<file path="src/rtl/riscv_test_sequencer_pkg.sv">
`default_nettype none
// +--------------------------------------------------------------------------+
// | riscv_test_pkg : shared FSM encoding and instruction constants for the   |
// |                  riscv_test_sequencer slice.               rev 1.0       |
// +--------------------------------------------------------------------------+
package riscv_test_pkg;

    typedef enum logic [2:0] {
        S_IDLE    = 3'd0,
        S_LOAD    = 3'd1,
        S_PAD     = 3'd2,
        S_RUN     = 3'd3,
        S_CHK_REQ = 3'd4,
        S_CHK_CMP = 3'd5,
        S_DONE    = 3'd6
    } state_t;

    localparam logic [31:0] NOP_WORD = 32'h0000_0013;
    localparam logic [31:0] JAL_SELF = 32'h0000_006F;

    function automatic logic [15:0] sat_inc16(input logic [15:0] v);
        return (v == 16'hFFFF) ? v : v + 16'd1;
    endfunction

endpackage
`default_nettype wire

</file>
<file path="src/rtl/riscv_test_sequencer_if.sv">
`default_nettype none
// +--------------------------------------------------------------------------+
// | riscv_test_sequencer_if : program/expected-value streams, imem, CPU and  |
// |                           status signals of the test sequencer. rev 1.0  |
// +--------------------------------------------------------------------------+
interface riscv_test_sequencer_if #(
    parameter int PROG_DEPTH = 1024,
    parameter int AW         = $clog2(PROG_DEPTH)
);
    logic          start;
    logic          prog_valid;
    logic          prog_ready;
    logic          prog_last;
    logic [31:0]   prog_data;
    logic          imem_we;
    logic [AW-1:0] imem_addr;
    logic [31:0]   imem_wdata;
    logic          cpu_rst;
    logic [31:0]   cpu_pc;
    logic          exp_valid;
    logic          exp_ready;
    logic          exp_last;
    logic [4:0]    exp_reg;
    logic [31:0]   exp_value;
    logic [4:0]    rf_raddr;
    logic [31:0]   rf_rdata;
    logic          done;
    logic          pass;
    logic          timeout;
    logic          overflow;
    logic [15:0]   fail_count;
    logic [4:0]    first_fail_reg;
    logic [31:0]   first_fail_got;

    modport master (
        input  start, prog_valid, prog_last, prog_data, cpu_pc,
               exp_valid, exp_last, exp_reg, exp_value, rf_rdata,
        output prog_ready, imem_we, imem_addr, imem_wdata, cpu_rst,
               exp_ready, rf_raddr, done, pass, timeout, overflow,
               fail_count, first_fail_reg, first_fail_got
    );

    modport slave (
        output start, prog_valid, prog_last, prog_data, cpu_pc,
               exp_valid, exp_last, exp_reg, exp_value, rf_rdata,
        input  prog_ready, imem_we, imem_addr, imem_wdata, cpu_rst,
               exp_ready, rf_raddr, done, pass, timeout, overflow,
               fail_count, first_fail_reg, first_fail_got
    );
endinterface
`default_nettype wire

</file>
<file path="src/rtl/riscv_test_sequencer_stability_detector.sv">
`default_nettype none
// +--------------------------------------------------------------------------+
// | stability_detector : flags a value unchanged for COUNT consecutive       |
// |                      enabled cycles.                       rev 1.0       |
// +--------------------------------------------------------------------------+
module stability_detector #(
    parameter int WIDTH = 32,
    parameter int COUNT = 8
) (
    input  wire logic             clk,
    input  wire logic             rst,
    input  wire logic             i_en,
    input  wire logic [WIDTH-1:0] i_value,
    output logic                  o_stable
);
    localparam int             CW       = $clog2(COUNT + 1);
    localparam logic [CW-1:0]  C_TARGET = CW'(COUNT - 1);

    logic [WIDTH-1:0] r_prev;
    logic [CW-1:0]    r_cnt;

    always_ff @(posedge clk) begin
        if (!rst) begin
            r_prev <= '0;
            r_cnt  <= '0;
        end else begin
            r_prev <= i_value;
            if (!i_en || (i_value != r_prev)) begin
                r_cnt <= '0;
            end else if (r_cnt != C_TARGET) begin
                r_cnt <= r_cnt + CW'(1);
            end
        end
    end

    assign o_stable = i_en && (r_cnt == C_TARGET);

endmodule
`default_nettype wire

</file>
<file path="src/rtl/riscv_test_sequencer.sv">
`default_nettype none
// +--------------------------------------------------------------------------+
// | riscv_test_sequencer : loads a program into imem, runs the CPU to its    |
// |                        halt loop and checks the register file. rev 1.0   |
// +--------------------------------------------------------------------------+
module riscv_test_sequencer #(
    parameter int          PROG_DEPTH  = 1024,
    parameter int          HALT_STABLE = 8,
    parameter int          MAX_CYCLES  = 4096,
    parameter logic [31:0] NOP_WORD    = riscv_test_pkg::NOP_WORD
) (
    input  wire logic              clk,
    input  wire logic              rst,
    riscv_test_sequencer_if.master bus
);
    import riscv_test_pkg::*;

    localparam int            AW          = $clog2(PROG_DEPTH);
    localparam int            RW          = $clog2(MAX_CYCLES);
    localparam logic [AW-1:0] C_LAST_ADDR = AW'(PROG_DEPTH - 1);
    localparam logic [RW-1:0] C_RUN_LAST  = RW'(MAX_CYCLES - 1);

    state_t        r_state;
    state_t        w_state_next;
    logic [AW-1:0] r_addr;
    logic [RW-1:0] r_run_cnt;
    logic          r_imem_we;
    logic [AW-1:0] r_imem_addr;
    logic [31:0]   r_imem_wdata;
    logic          r_cpu_rst;
    logic          r_pass;
    logic          r_timeout;
    logic          r_overflow;
    logic [15:0]   r_fail_count;
    logic [4:0]    r_ff_reg;
    logic [31:0]   r_ff_got;
    logic [31:0]   r_exp_value;
    logic          r_exp_last;

    logic          w_prog_ready;
    logic          w_exp_ready;
    logic [4:0]    w_rf_raddr;
    logic          w_done;
    logic          w_prog_fire;
    logic          w_at_last;
    logic          w_mismatch;
    logic          w_run_en;
    logic          w_halted;

    assign w_run_en = (r_state == S_RUN);

    stability_detector #(
        .WIDTH (32),
        .COUNT (HALT_STABLE)
    ) u_stability (
        .clk      (clk),
        .rst      (rst),
        .i_en     (w_run_en),
        .i_value  (bus.cpu_pc),
        .o_stable (w_halted)
    );

    always_ff @(posedge clk) begin
        if (!rst) begin
            r_state <= S_IDLE;
        end else begin
            r_state <= w_state_next;
        end
    end

    always_comb begin
        w_state_next = r_state;
        w_prog_ready = 1'b0;
        w_exp_ready  = 1'b0;
        w_rf_raddr   = 5'd0;
        w_done       = 1'b0;
        w_at_last    = (r_addr == C_LAST_ADDR);
        w_mismatch   = (bus.rf_rdata != r_exp_value);
        case (r_state)
            S_IDLE: begin
                if (bus.start) w_state_next = S_LOAD;
            end
            S_LOAD: begin
                w_prog_ready = 1'b1;
                if (bus.prog_valid) begin
                    if (bus.prog_last) begin
                        w_state_next = w_at_last ? S_RUN : S_PAD;
                    end else if (w_at_last) begin
                        w_state_next = S_DONE;
                    end
                end
            end
            S_PAD: begin
                if (w_at_last) w_state_next = S_RUN;
            end
            S_RUN: begin
                // A halt seen on the final budget cycle still wins over timeout.
                if (w_halted) begin
                    w_state_next = S_CHK_REQ;
                end else if (r_run_cnt == C_RUN_LAST) begin
                    w_state_next = S_DONE;
                end
            end
            S_CHK_REQ: begin
                if (bus.exp_valid) begin
                    w_rf_raddr   = bus.exp_reg;
                    w_state_next = S_CHK_CMP;
                end
            end
            S_CHK_CMP: begin
                w_exp_ready  = 1'b1;
                w_state_next = r_exp_last ? S_DONE : S_CHK_REQ;
            end
            S_DONE: begin
                w_done = 1'b1;
                if (bus.start) w_state_next = S_LOAD;
            end
            default: w_state_next = S_IDLE;
        endcase
    end

    assign w_prog_fire = w_prog_ready && bus.prog_valid;

    always_ff @(posedge clk) begin
        if (!rst) begin
            r_addr       <= '0;
            r_run_cnt    <= '0;
            r_imem_we    <= 1'b0;
            r_imem_addr  <= '0;
            r_imem_wdata <= '0;
            r_cpu_rst    <= 1'b1;
            r_pass       <= 1'b0;
            r_timeout    <= 1'b0;
            r_overflow   <= 1'b0;
            r_fail_count <= '0;
            r_ff_reg     <= '0;
            r_ff_got     <= '0;
            r_exp_value  <= '0;
            r_exp_last   <= 1'b0;
        end else begin
            r_imem_we <= 1'b0;
            r_run_cnt <= '0;
            // Release lags entry to RUN by one cycle so the final imem write lands first.
            r_cpu_rst <= !(r_state inside {S_RUN, S_CHK_REQ, S_CHK_CMP});
            case (r_state)
                S_IDLE, S_DONE: begin
                    if (bus.start) begin
                        r_addr       <= '0;
                        r_pass       <= 1'b0;
                        r_timeout    <= 1'b0;
                        r_overflow   <= 1'b0;
                        r_fail_count <= '0;
                        r_ff_reg     <= '0;
                        r_ff_got     <= '0;
                    end
                end
                S_LOAD: begin
                    if (w_prog_fire) begin
                        r_imem_we    <= 1'b1;
                        r_imem_addr  <= r_addr;
                        r_imem_wdata <= bus.prog_data;
                        r_addr       <= r_addr + AW'(1);
                        if (!bus.prog_last && w_at_last) r_overflow <= 1'b1;
                    end
                end
                S_PAD: begin
                    r_imem_we    <= 1'b1;
                    r_imem_addr  <= r_addr;
                    r_imem_wdata <= NOP_WORD;
                    r_addr       <= r_addr + AW'(1);
                end
                S_RUN: begin
                    r_run_cnt <= r_run_cnt + RW'(1);
                    if (!w_halted && (r_run_cnt == C_RUN_LAST)) r_timeout <= 1'b1;
                end
                S_CHK_REQ: begin
                    if (bus.exp_valid) begin
                        r_exp_value <= bus.exp_value;
                        r_exp_last  <= bus.exp_last;
                    end
                end
                S_CHK_CMP: begin
                    if (w_mismatch) begin
                        r_fail_count <= sat_inc16(r_fail_count);
                        if (r_fail_count == 16'd0) begin
                            r_ff_reg <= r_ff_reg_next();
                            r_ff_got <= bus.rf_rdata;
                        end
                    end
                    if (r_exp_last) r_pass <= !w_mismatch && (r_fail_count == 16'd0);
                end
                default: ;
            endcase
        end
    end

    // Register index of the beat under comparison is still on the held stream.
    function automatic logic [4:0] r_ff_reg_next();
        return bus.exp_reg;
    endfunction

    assign bus.prog_ready     = w_prog_ready;
    assign bus.exp_ready      = w_exp_ready;
    assign bus.rf_raddr       = w_rf_raddr;
    assign bus.done           = w_done;
    assign bus.imem_we        = r_imem_we;
    assign bus.imem_addr      = r_imem_addr;
    assign bus.imem_wdata     = r_imem_wdata;
    assign bus.cpu_rst        = r_cpu_rst;
    assign bus.pass           = r_pass;
    assign bus.timeout        = r_timeout;
    assign bus.overflow       = r_overflow;
    assign bus.fail_count     = r_fail_count;
    assign bus.first_fail_reg = r_ff_reg;
    assign bus.first_fail_got = r_ff_got;

endmodule
`default_nettype wire

</file>
<file path="src/flat_wrapper.sv">
// flat-port wrapper written by rule: the top's interface ports become plain ports
module riscv_test_sequencer_flat import riscv_test_pkg::*;
#(
    parameter int          PROG_DEPTH  = 1024,
    parameter int          HALT_STABLE = 8,
    parameter int          MAX_CYCLES  = 4096,
    parameter logic [31:0] NOP_WORD    = riscv_test_pkg::NOP_WORD
)
  (clk, rst, bus_start, bus_prog_valid, bus_prog_last, bus_prog_data, bus_cpu_pc, bus_exp_valid, bus_exp_last, bus_exp_reg, bus_exp_value, bus_rf_rdata, bus_prog_ready, bus_imem_we, bus_imem_addr, bus_imem_wdata, bus_cpu_rst, bus_exp_ready, bus_rf_raddr, bus_done, bus_pass, bus_timeout, bus_overflow, bus_fail_count, bus_first_fail_reg, bus_first_fail_got);
  riscv_test_sequencer_if #(.PROG_DEPTH(PROG_DEPTH)) bus_i ();
  input  wire logic clk;
  input  wire logic rst;
  input wire logic [$bits(bus_i.start)-1:0] bus_start;
  input wire logic [$bits(bus_i.prog_valid)-1:0] bus_prog_valid;
  input wire logic [$bits(bus_i.prog_last)-1:0] bus_prog_last;
  input wire logic [$bits(bus_i.prog_data)-1:0] bus_prog_data;
  input wire logic [$bits(bus_i.cpu_pc)-1:0] bus_cpu_pc;
  input wire logic [$bits(bus_i.exp_valid)-1:0] bus_exp_valid;
  input wire logic [$bits(bus_i.exp_last)-1:0] bus_exp_last;
  input wire logic [$bits(bus_i.exp_reg)-1:0] bus_exp_reg;
  input wire logic [$bits(bus_i.exp_value)-1:0] bus_exp_value;
  input wire logic [$bits(bus_i.rf_rdata)-1:0] bus_rf_rdata;
  output wire logic [$bits(bus_i.prog_ready)-1:0] bus_prog_ready;
  output wire logic [$bits(bus_i.imem_we)-1:0] bus_imem_we;
  output wire logic [$bits(bus_i.imem_addr)-1:0] bus_imem_addr;
  output wire logic [$bits(bus_i.imem_wdata)-1:0] bus_imem_wdata;
  output wire logic [$bits(bus_i.cpu_rst)-1:0] bus_cpu_rst;
  output wire logic [$bits(bus_i.exp_ready)-1:0] bus_exp_ready;
  output wire logic [$bits(bus_i.rf_raddr)-1:0] bus_rf_raddr;
  output wire logic [$bits(bus_i.done)-1:0] bus_done;
  output wire logic [$bits(bus_i.pass)-1:0] bus_pass;
  output wire logic [$bits(bus_i.timeout)-1:0] bus_timeout;
  output wire logic [$bits(bus_i.overflow)-1:0] bus_overflow;
  output wire logic [$bits(bus_i.fail_count)-1:0] bus_fail_count;
  output wire logic [$bits(bus_i.first_fail_reg)-1:0] bus_first_fail_reg;
  output wire logic [$bits(bus_i.first_fail_got)-1:0] bus_first_fail_got;
  assign bus_i.start = bus_start;
  assign bus_i.prog_valid = bus_prog_valid;
  assign bus_i.prog_last = bus_prog_last;
  assign bus_i.prog_data = bus_prog_data;
  assign bus_i.cpu_pc = bus_cpu_pc;
  assign bus_i.exp_valid = bus_exp_valid;
  assign bus_i.exp_last = bus_exp_last;
  assign bus_i.exp_reg = bus_exp_reg;
  assign bus_i.exp_value = bus_exp_value;
  assign bus_i.rf_rdata = bus_rf_rdata;
  assign bus_prog_ready = bus_i.prog_ready;
  assign bus_imem_we = bus_i.imem_we;
  assign bus_imem_addr = bus_i.imem_addr;
  assign bus_imem_wdata = bus_i.imem_wdata;
  assign bus_cpu_rst = bus_i.cpu_rst;
  assign bus_exp_ready = bus_i.exp_ready;
  assign bus_rf_raddr = bus_i.rf_raddr;
  assign bus_done = bus_i.done;
  assign bus_pass = bus_i.pass;
  assign bus_timeout = bus_i.timeout;
  assign bus_overflow = bus_i.overflow;
  assign bus_fail_count = bus_i.fail_count;
  assign bus_first_fail_reg = bus_i.first_fail_reg;
  assign bus_first_fail_got = bus_i.first_fail_got;
  riscv_test_sequencer #(.PROG_DEPTH(PROG_DEPTH), .HALT_STABLE(HALT_STABLE), .MAX_CYCLES(MAX_CYCLES), .NOP_WORD(NOP_WORD)) u_core (.clk(clk), .rst(rst), .bus(bus_i));
endmodule
</file>
<file path="config.mk">
export PLATFORM = sky130hd
export DESIGN_NAME = riscv_test_sequencer_flat
export DESIGN_NICKNAME = d
export VERILOG_FILES = /design/src/rtl/riscv_test_sequencer_pkg.sv /design/src/rtl/riscv_test_sequencer_if.sv /design/src/rtl/riscv_test_sequencer_stability_detector.sv /design/src/rtl/riscv_test_sequencer.sv /design/src/flat_wrapper.sv
export SDC_FILE = /design/constraint.sdc
export NUM_CORES = 1
export LEC_CHECK = 0
export BUFFER_PORTS_ARGS = -buffer_cell sky130_fd_sc_hd__clkbuf_2
export CAP_MARGIN = 40
export CORE_MARGIN = 1
export CORE_UTILIZATION = 47
export DETAILED_ROUTE_END_ITERATION = 16
export MAX_ROUTING_LAYER = met4
export PLACE_DENSITY = 0.77
export SYNTH_ARGS = -nofsm -noshare
export SYNTH_HDL_FRONTEND = slang
export SYNTH_SLANG_ARGS = --single-unit
</file>
<file path="constraint.sdc">
create_clock -name clk -period 2.8 [get_ports clk]
set_clock_uncertainty 0.15 [all_clocks]
set_input_delay 0.14 -clock clk [delete_from_list [all_inputs] [get_ports clk]]
set_output_delay 0.14 -clock clk [all_outputs]
set_load 0.005 [all_outputs]
</file>
==> qor.yml, run 1 <==
status: "complete, no violations"
ios: 248
drive_above_1_share_pct: 23.3
r2r_setup_slack_ns: 0.28
path_buf_inv: 2
cts_resized: 0
placed_area_sq_um: 9760
multiInputGateArea_sq_um: 4190
r2r.worst_path.cells: 8
drt_pre_antenna_iters: 5
ys_async_sr_fraction_pct: 0
cap_violations: 0
grt_first_pass_wirelength_um: 37800
nets: 1451
antenna_left: 0
cts.sinks: 194
die_x_um: 135
drtIter0Drc: 586
synth_flop_cell: "dfxtp_1"
place_congestion: 0.837
grt_overflow: 0
critPathTopFamily: "buffers and inverters"
htree_levels: 4
critPathMaxFanout: 19
syn_area_sq_um: 8330
die-area_sq_um: 18300
hold_class: "input pin to flip-flop"
track_usage_pct: 27.1
fmax_mhz: 397
worstMarginPinSlew_ns: 0.561
core_sq_um: 17300
grt_pass1_vias: 7816
num-fill-cells: 1298
power.density_nw_per_um2: 624
ys_seq_elements: 194
rsz0062_at_grt: "false"
yosysWarnings: 0
die_h_um: 135
cts_buffer_depth: 2
antenna_found_initial: 0
ys_seq_area_share_pct: 46.6
layout_common_cells: "clkbuf_2, dfxtp_1, dlygate4sd3_1, nand2_1, nor2_1"
cts_inserted_buffers: 17
grt_max_degree: 116
syn-num-nets: 1087
drv_slew: 0
synthCells: 942
syn_avg_cell_area_sq_um: 8.84
start_util_pct: 48.1
post-place-cells: 1378
fin_crit_sh_pct: 90.0
slew_headroom_pct: 62.6
place_hpwl_um: 15100
synth_cell_types: 57
port_buffers: 247
drc: 0
synth_top_area_share_pct: 46.6
max_stage_delay_ns: 0.48
critPathSlowestCell: "dfxtp_1"
tritoncts: "yes"
instances_no_fill: 1545
synth-edff-count: 0
arrival_ns: 2.67
via_per_inst: 5.27
worstPathRequired_ns: 2.95
vias: 8139
crit_path_start: "u_core.r_state[1]"
ir_worst_vdd_mv: 0.523
crit_type: "flip-flop to flip-flop"
yosys-top-cells-area: "dfxtp_1, and2_1, nand2_1"
tns_ns: 0
r2r-start: "u_core.r_state[1]"
routedWlPerCell_um: 15.9
start_kind: "flip-flop"
insertion_delay_ns: 0.44
regArea_sq_um: 3880
yosysTopAreaCell: "dfxtp_1"
final_area_sq_um: 11700
final_common_cell: "clkbuf_2"
crit_path_frequent_cell: "buf_4"
p_total_mw: 7.27
crit_chain: "buf_4 -> nor2b_1 -> nor4b_2 -> a21oi_1 -> a31oi_4 -> buf_4 -> mux2i_1 -> nor2_1"
crit_end: "u_core.bus.first_fail_got[5]"
area_delta_synth_final_pct: 40.0
clock-root-buffer: "clkbuf_16"
cp-end-kind: "flip-flop"
hold_ws_ns: 0.0143
period_needed_ns: 2.52
hold_violations: 0
clkTransAtPathRegs_ns: 0.07
crit_cells: 8
wirelength_um: 24500
setup_viol: 0
rr_endpoint: "u_core.bus.first_fail_got[5]"
p_leak_nw: 4.85
rows: 48
## layout make-up
class | instances | area share, %
clock buffers | 22 | 3.81
flip-flops and latches | 194 | 33.3
well taps | 225 | 2.42
clock inverters | 10 | 0.880
inverters | 6 | 0.215
diodes | 1 | 0.0215
multi-input cells | 688 | 35.9
repair buffers | 399 | 23.4
## power breakdown
part,internal [mW],switching (mW),total (mW)
Combinational,0.833,1.06,1.89
Clock,1.24,1.07,2.30
Sequential,2.95,0.138,3.08
## cells in the mapped netlist, types with 12 or more instances
library cell / n
a21oi_1: 58
a22oi_1: 29
and2_1: 75
clkbuf_1: 41
dfxtp_1: 194
mux2i_1: 39
nand2_1: 120
nand3_1: 26
nand4_1: 23
nor2_1: 112
nor3_1: 12
nor4_1: 16
xnor2_1: 46
xor2_1: 37
## worst register-to-register path, cell delays in order, from the launching register on
cell	delay [ns]
dfxtp_1	0.48
buf_4	0.24
nor2b_1	0.09
nor4b_2	0.42
a21oi_1	0.14
a31oi_4	0.18
buf_4	0.35
mux2i_1	0.26
nor2_1	0.07
## per-layer routing
metal | vias up | global-route usage (%) | part of all wire, %
li1 | 3958 | - | -
met2 | 281 | 46.6 | 51
met4 | 0 | 13.7 | 3.3
met1 | 3838 | 30.3 | 41
met3 | 62 | 4.09 | 4.5
met5 | - | - | 0
## through the flow
step                      setup slack [ns]  util, %
after floorplan                      0.707        -
after global placement               0.418     56.4
after detailed placement             0.356     56.4
after CTS                            0.335     67.4
after global routing                 0.130     67.4
final                                0.281     67.4
## cells by family after synthesis
| kind of cell | after synthesis | share of synthesized area (%) |
|---|---|---|
| AO/OA/AOI/OAI | 132 | 10.5 |
| XOR/XNOR | 83 | 8.73 |
| AND/OR/NAND/NOR | 429 | 25.4 |
| buffers and inverters | 60 | 3.22 |
| multiplexers | 39 | 4.69 |
| flip-flops | 194 | 46.6 |
| adder cells (fa/ha/maj) | 5 | 0.751 |
## worst min-delay path by stage
stage,startpoint,endpoint,slack [ns],cells after the start
floorplan,bus_cpu_pc[0],u_core.u_stability.r_prev[0],0.11,1
global placement,bus_exp_value[29],u_core.r_exp_value[29],0.22,3
detailed placement,bus_exp_value[31],u_core.r_exp_value[31],0.22,3
CTS,bus_rf_rdata[31],u_core.bus.first_fail_got[31],0.0006,4
global route,bus_rf_rdata[31],u_core.bus.first_fail_got[31],0.02,4
finish,bus_rf_rdata[31],u_core.bus.first_fail_got[31],0.01,4
## timing repair
action,in CTS,in global routing
buffers inserted,0,0
endpoints found under the hold margin,134,0
hold buffers,134,0
endpoints found under the setup margin,0,0
Power figures use the tool's default switching activity.
==> inputs of run 2 (changes only) <==
--- a/config.mk
+++ b/config.mk
@@ -7,11 +7,12 @@
 export LEC_CHECK = 0
 export BUFFER_PORTS_ARGS = -buffer_cell sky130_fd_sc_hd__clkbuf_2
 export CAP_MARGIN = 40
-export CORE_MARGIN = 1
+export CORE_MARGIN = 8
 export CORE_UTILIZATION = 47
 export DETAILED_ROUTE_END_ITERATION = 16
 export MAX_ROUTING_LAYER = met4
 export PLACE_DENSITY = 0.77
+export REMOVE_ABC_BUFFERS = 1
 export SYNTH_ARGS = -nofsm -noshare
 export SYNTH_HDL_FRONTEND = slang
 export SYNTH_SLANG_ARGS = --single-unit
==> run 2 against run 1 <==
Sequential share of layout area is 0.24 points lower. Clock power rose by 7%. Sequential power about the same. Utilization increased by 0.48 points. Via count up 0.53%. Maximum frequency down 0.42%. First-iteration DRC count is 14% lower. Worst hold slack improved by 0.026 ns. Register-to-register slack barely moved. Flip-flop and latch count stayed put. Power up 2.6%. Largest cell class unchanged. Largest power group unchanged.
==> qor.yml, run 2 (same netlist as run 1, synthesis figures left out) <==
status: "complete, no violations"  # unchanged
placed_area_sq_um: 9780  # was 9760 sq um
p_leak_nw: 4.87  # was 4.85 nW
rows: 48  # unchanged
critPathMaxFanout: 23  # was 19
via_per_inst: 5.27  # about the same
drc: 0  # unchanged
fin_crit_sh_pct: 90.3  # was 90.0%
period_needed_ns: 2.53  # was 2.52 ns
grt_max_degree: 116  # unchanged
multiInputGateArea_sq_um: 4190  # unchanged
cts_buffer_depth: 2  # unchanged
final_area_sq_um: 11700  # about the same
place_hpwl_um: 16400  # was 15100 um
rr_endpoint: "u_core.bus.first_fail_got[13]"  # was u_core.bus.first_fail_got[5]
grt_overflow: 0  # unchanged
use_met3_pct: 6.16  # was 4.09%
core_sq_um: 17300  # unchanged
critPathSlowestCell: "a31oi_4"  # was dfxtp_1
die-area_sq_um: 22200  # was 18300 sq um
fmax_mhz: 395  # was 397 MHz
start_kind: "flip-flop"  # unchanged
antenna_found_initial: 3  # was 0
crit_type: "flip-flop to flip-flop"  # unchanged
cts_inserted_buffers: 17  # unchanged
final_common_cell: "clkbuf_2"  # unchanged
worstMarginPinSlew_ns: 0.528  # was 0.561 ns
ir_worst_vdd_mv: 0.467  # was 0.523 mV
worstPathRequired_ns: 2.95  # about the same
track_usage_pct: 24.4  # was 27.1%
busiest_layer: "met2"  # unchanged
drtIter0Drc: 503  # was 586
grt_pass1_vias: 8293  # was 7816
vias: 8182  # was 8139
htree_levels: 4  # unchanged
r2r_setup_slack_ns: 0.27  # was 0.28 ns
area_delta_synth_final_pct: 41.0  # was 40.0%
met1_usage_pct: 24.8  # was 30.3%
utilization_pct: 67.9  # was 67.4%
hp-start: "bus_rf_rdata[2]"  # was bus_rf_rdata[31]
post_cts_buffers: 0  # unchanged
layout_common_cells: "clkbuf_2, dfxtp_1, dlygate4sd3_1, nand2_1, nor2_1"  # unchanged
drv_slew: 0  # unchanged
port_buffers: 247  # unchanged
p_total_mw: 7.46  # was 7.27 mW
crit_chain: "inv_1 -> ha_1 -> nor4b_1 -> and4_1 -> a21oi_1 -> a31oi_4 -> buf_12 -> mux2i_1 -> nor2_1"  # was buf_4 -> nor2b_1 -> nor4b_2 -> a21oi_1 -> a31oi_4 -> buf_4 -> mux2i_1 -> nor2_1
grt_use_met2_pct: 42.8  # was 46.6%
hold_ws_ns: 0.0399  # was 0.0143 ns
instances_no_fill: 1552  # was 1545
die_h_um: 149  # was 135 um
clkTransAtPathRegs_ns: 0.07  # about the same
ios: 248  # unchanged
tritoncts: "yes"  # unchanged
wirelength_um: 26800  # was 24500 um
routedWlPerCell_um: 17.3  # was 15.9 um
grt_first_pass_wirelength_um: 42000  # was 37800 um
post-place-cells: 1379  # was 1378
r2r.worst_path.cells: 9  # was 8
power.density_nw_per_um2: 636  # was 624 nW/um^2
cts.sinks: 194  # unchanged
worst_hold_path.num_cells: 4  # unchanged
regArea_sq_um: 3880  # unchanged
hold_violations: 0  # unchanged
drt_pre_antenna_iters: 6  # was 5
hold_class: "input pin to flip-flop"  # unchanged
r2r-start: "u_core.bus.fail_count[0]"  # was u_core.r_state[1]
insertion_delay_ns: 0.43  # was 0.44 ns
cp-end-kind: "flip-flop"  # unchanged
arrival_ns: 2.68  # was 2.67 ns
antenna_left: 0  # unchanged
start_util_pct: 48.1  # unchanged
die_x_um: 149  # was 135 um
clock-root-buffer: "clkbuf_16"  # unchanged
cap_violations: 0  # unchanged
place_congestion: 0.843  # was 0.837
nets: 1452  # was 1451
rsz0062_at_grt: "false"  # unchanged
slew_headroom_pct: 64.8  # was 62.6%
num-fill-cells: 1320  # was 1298
setup_viol: 0  # unchanged
drive_above_1_share_pct: 23.6  # was 23.3%
whs_endpoint: "u_core.bus.first_fail_got[2]"  # was u_core.bus.first_fail_got[31]
max_stage_delay_ns: 0.40  # was 0.48 ns
==> run 2: cell types whose count changed in the layout (fill, tap and decap cells not counted), sizes merged <==
cell,delta
bufinv,+1
clkinv,-4
diode,+6
buf,+1
clkinvlp,+2
inv,+1
==> run 2: layout make-up <==
class                           instances  share of cell area (%)
Timing Repair Buffer                  400                    23.4
Antenna cell                            7                   0.149
Inverter                                6                   0.213
Tap cell                              225                    2.40
Clock buffer                           22                    4.04
Multi-Input combinational cell        688                    35.7
Clock inverter                         10                    1.03
Sequential cell                       194                    33.1
==> run 2: critical path: cells and delay by family, from the launching register on <==
family                   cells  cell delay (ns)
adder cells (fa/ha/maj)      1             0.14
AND/OR/NAND/NOR              3             0.60
multiplexers                 1             0.27
buffers and inverters        2             0.34
AO/OA/AOI/OAI                2             0.52
flip-flops                   1             0.36
==> run 2: how the worst max path moves through the flow <==
stage,start,slack (ns),to
5_1_grt,u_core.r_state[1],0.11,u_core.bus.first_fail_reg[0]
6_report,u_core.bus.fail_count[0],0.27,u_core.bus.first_fail_got[13]
3_3_place_gp,u_core.r_state[1],0.38,u_core.bus.first_fail_got[0]
4_1_cts,u_core.r_state[1],0.29,u_core.bus.first_fail_got[2]
3_5_place_dp,u_core.r_state[1],0.35,u_core.bus.first_fail_got[13]
2_1_floorplan,u_core.r_state[1],-1.94,u_core.bus.first_fail_got[0]
==> run 2: stage by stage <==
step                setup slack, ns  TNS, ns
detailed placement            0.353        0
global placement              0.380        0
global route                  0.108        0
finish                        0.271        0
floorplan                     -1.94   -71.89
CTS                           0.286        0
==> run 2: timing repair <==
item	in CTS	in global routing
gates resized for setup	0	0
endpoints found under the setup margin	0	0
hold buffers	134	0
endpoints found under the hold margin	135	0
==> run 2: power breakdown <==
part	leakage [nW]	switching [mW]	total (mW)	internal, mW
Combinational	3.02	1.08	1.93	0.849
Clock	0.280	1.07	2.46	1.40
Sequential	1.58	0.124	3.07	2.95
Total	4.87	2.27	7.46	5.19
==> run 2: routing by layer <==
layer,up-vias,routed length (um)
li1,3964,-
met1,3857,10200
met2,283,14100
met3,78,1420
met4,0,1060
met5,-,0
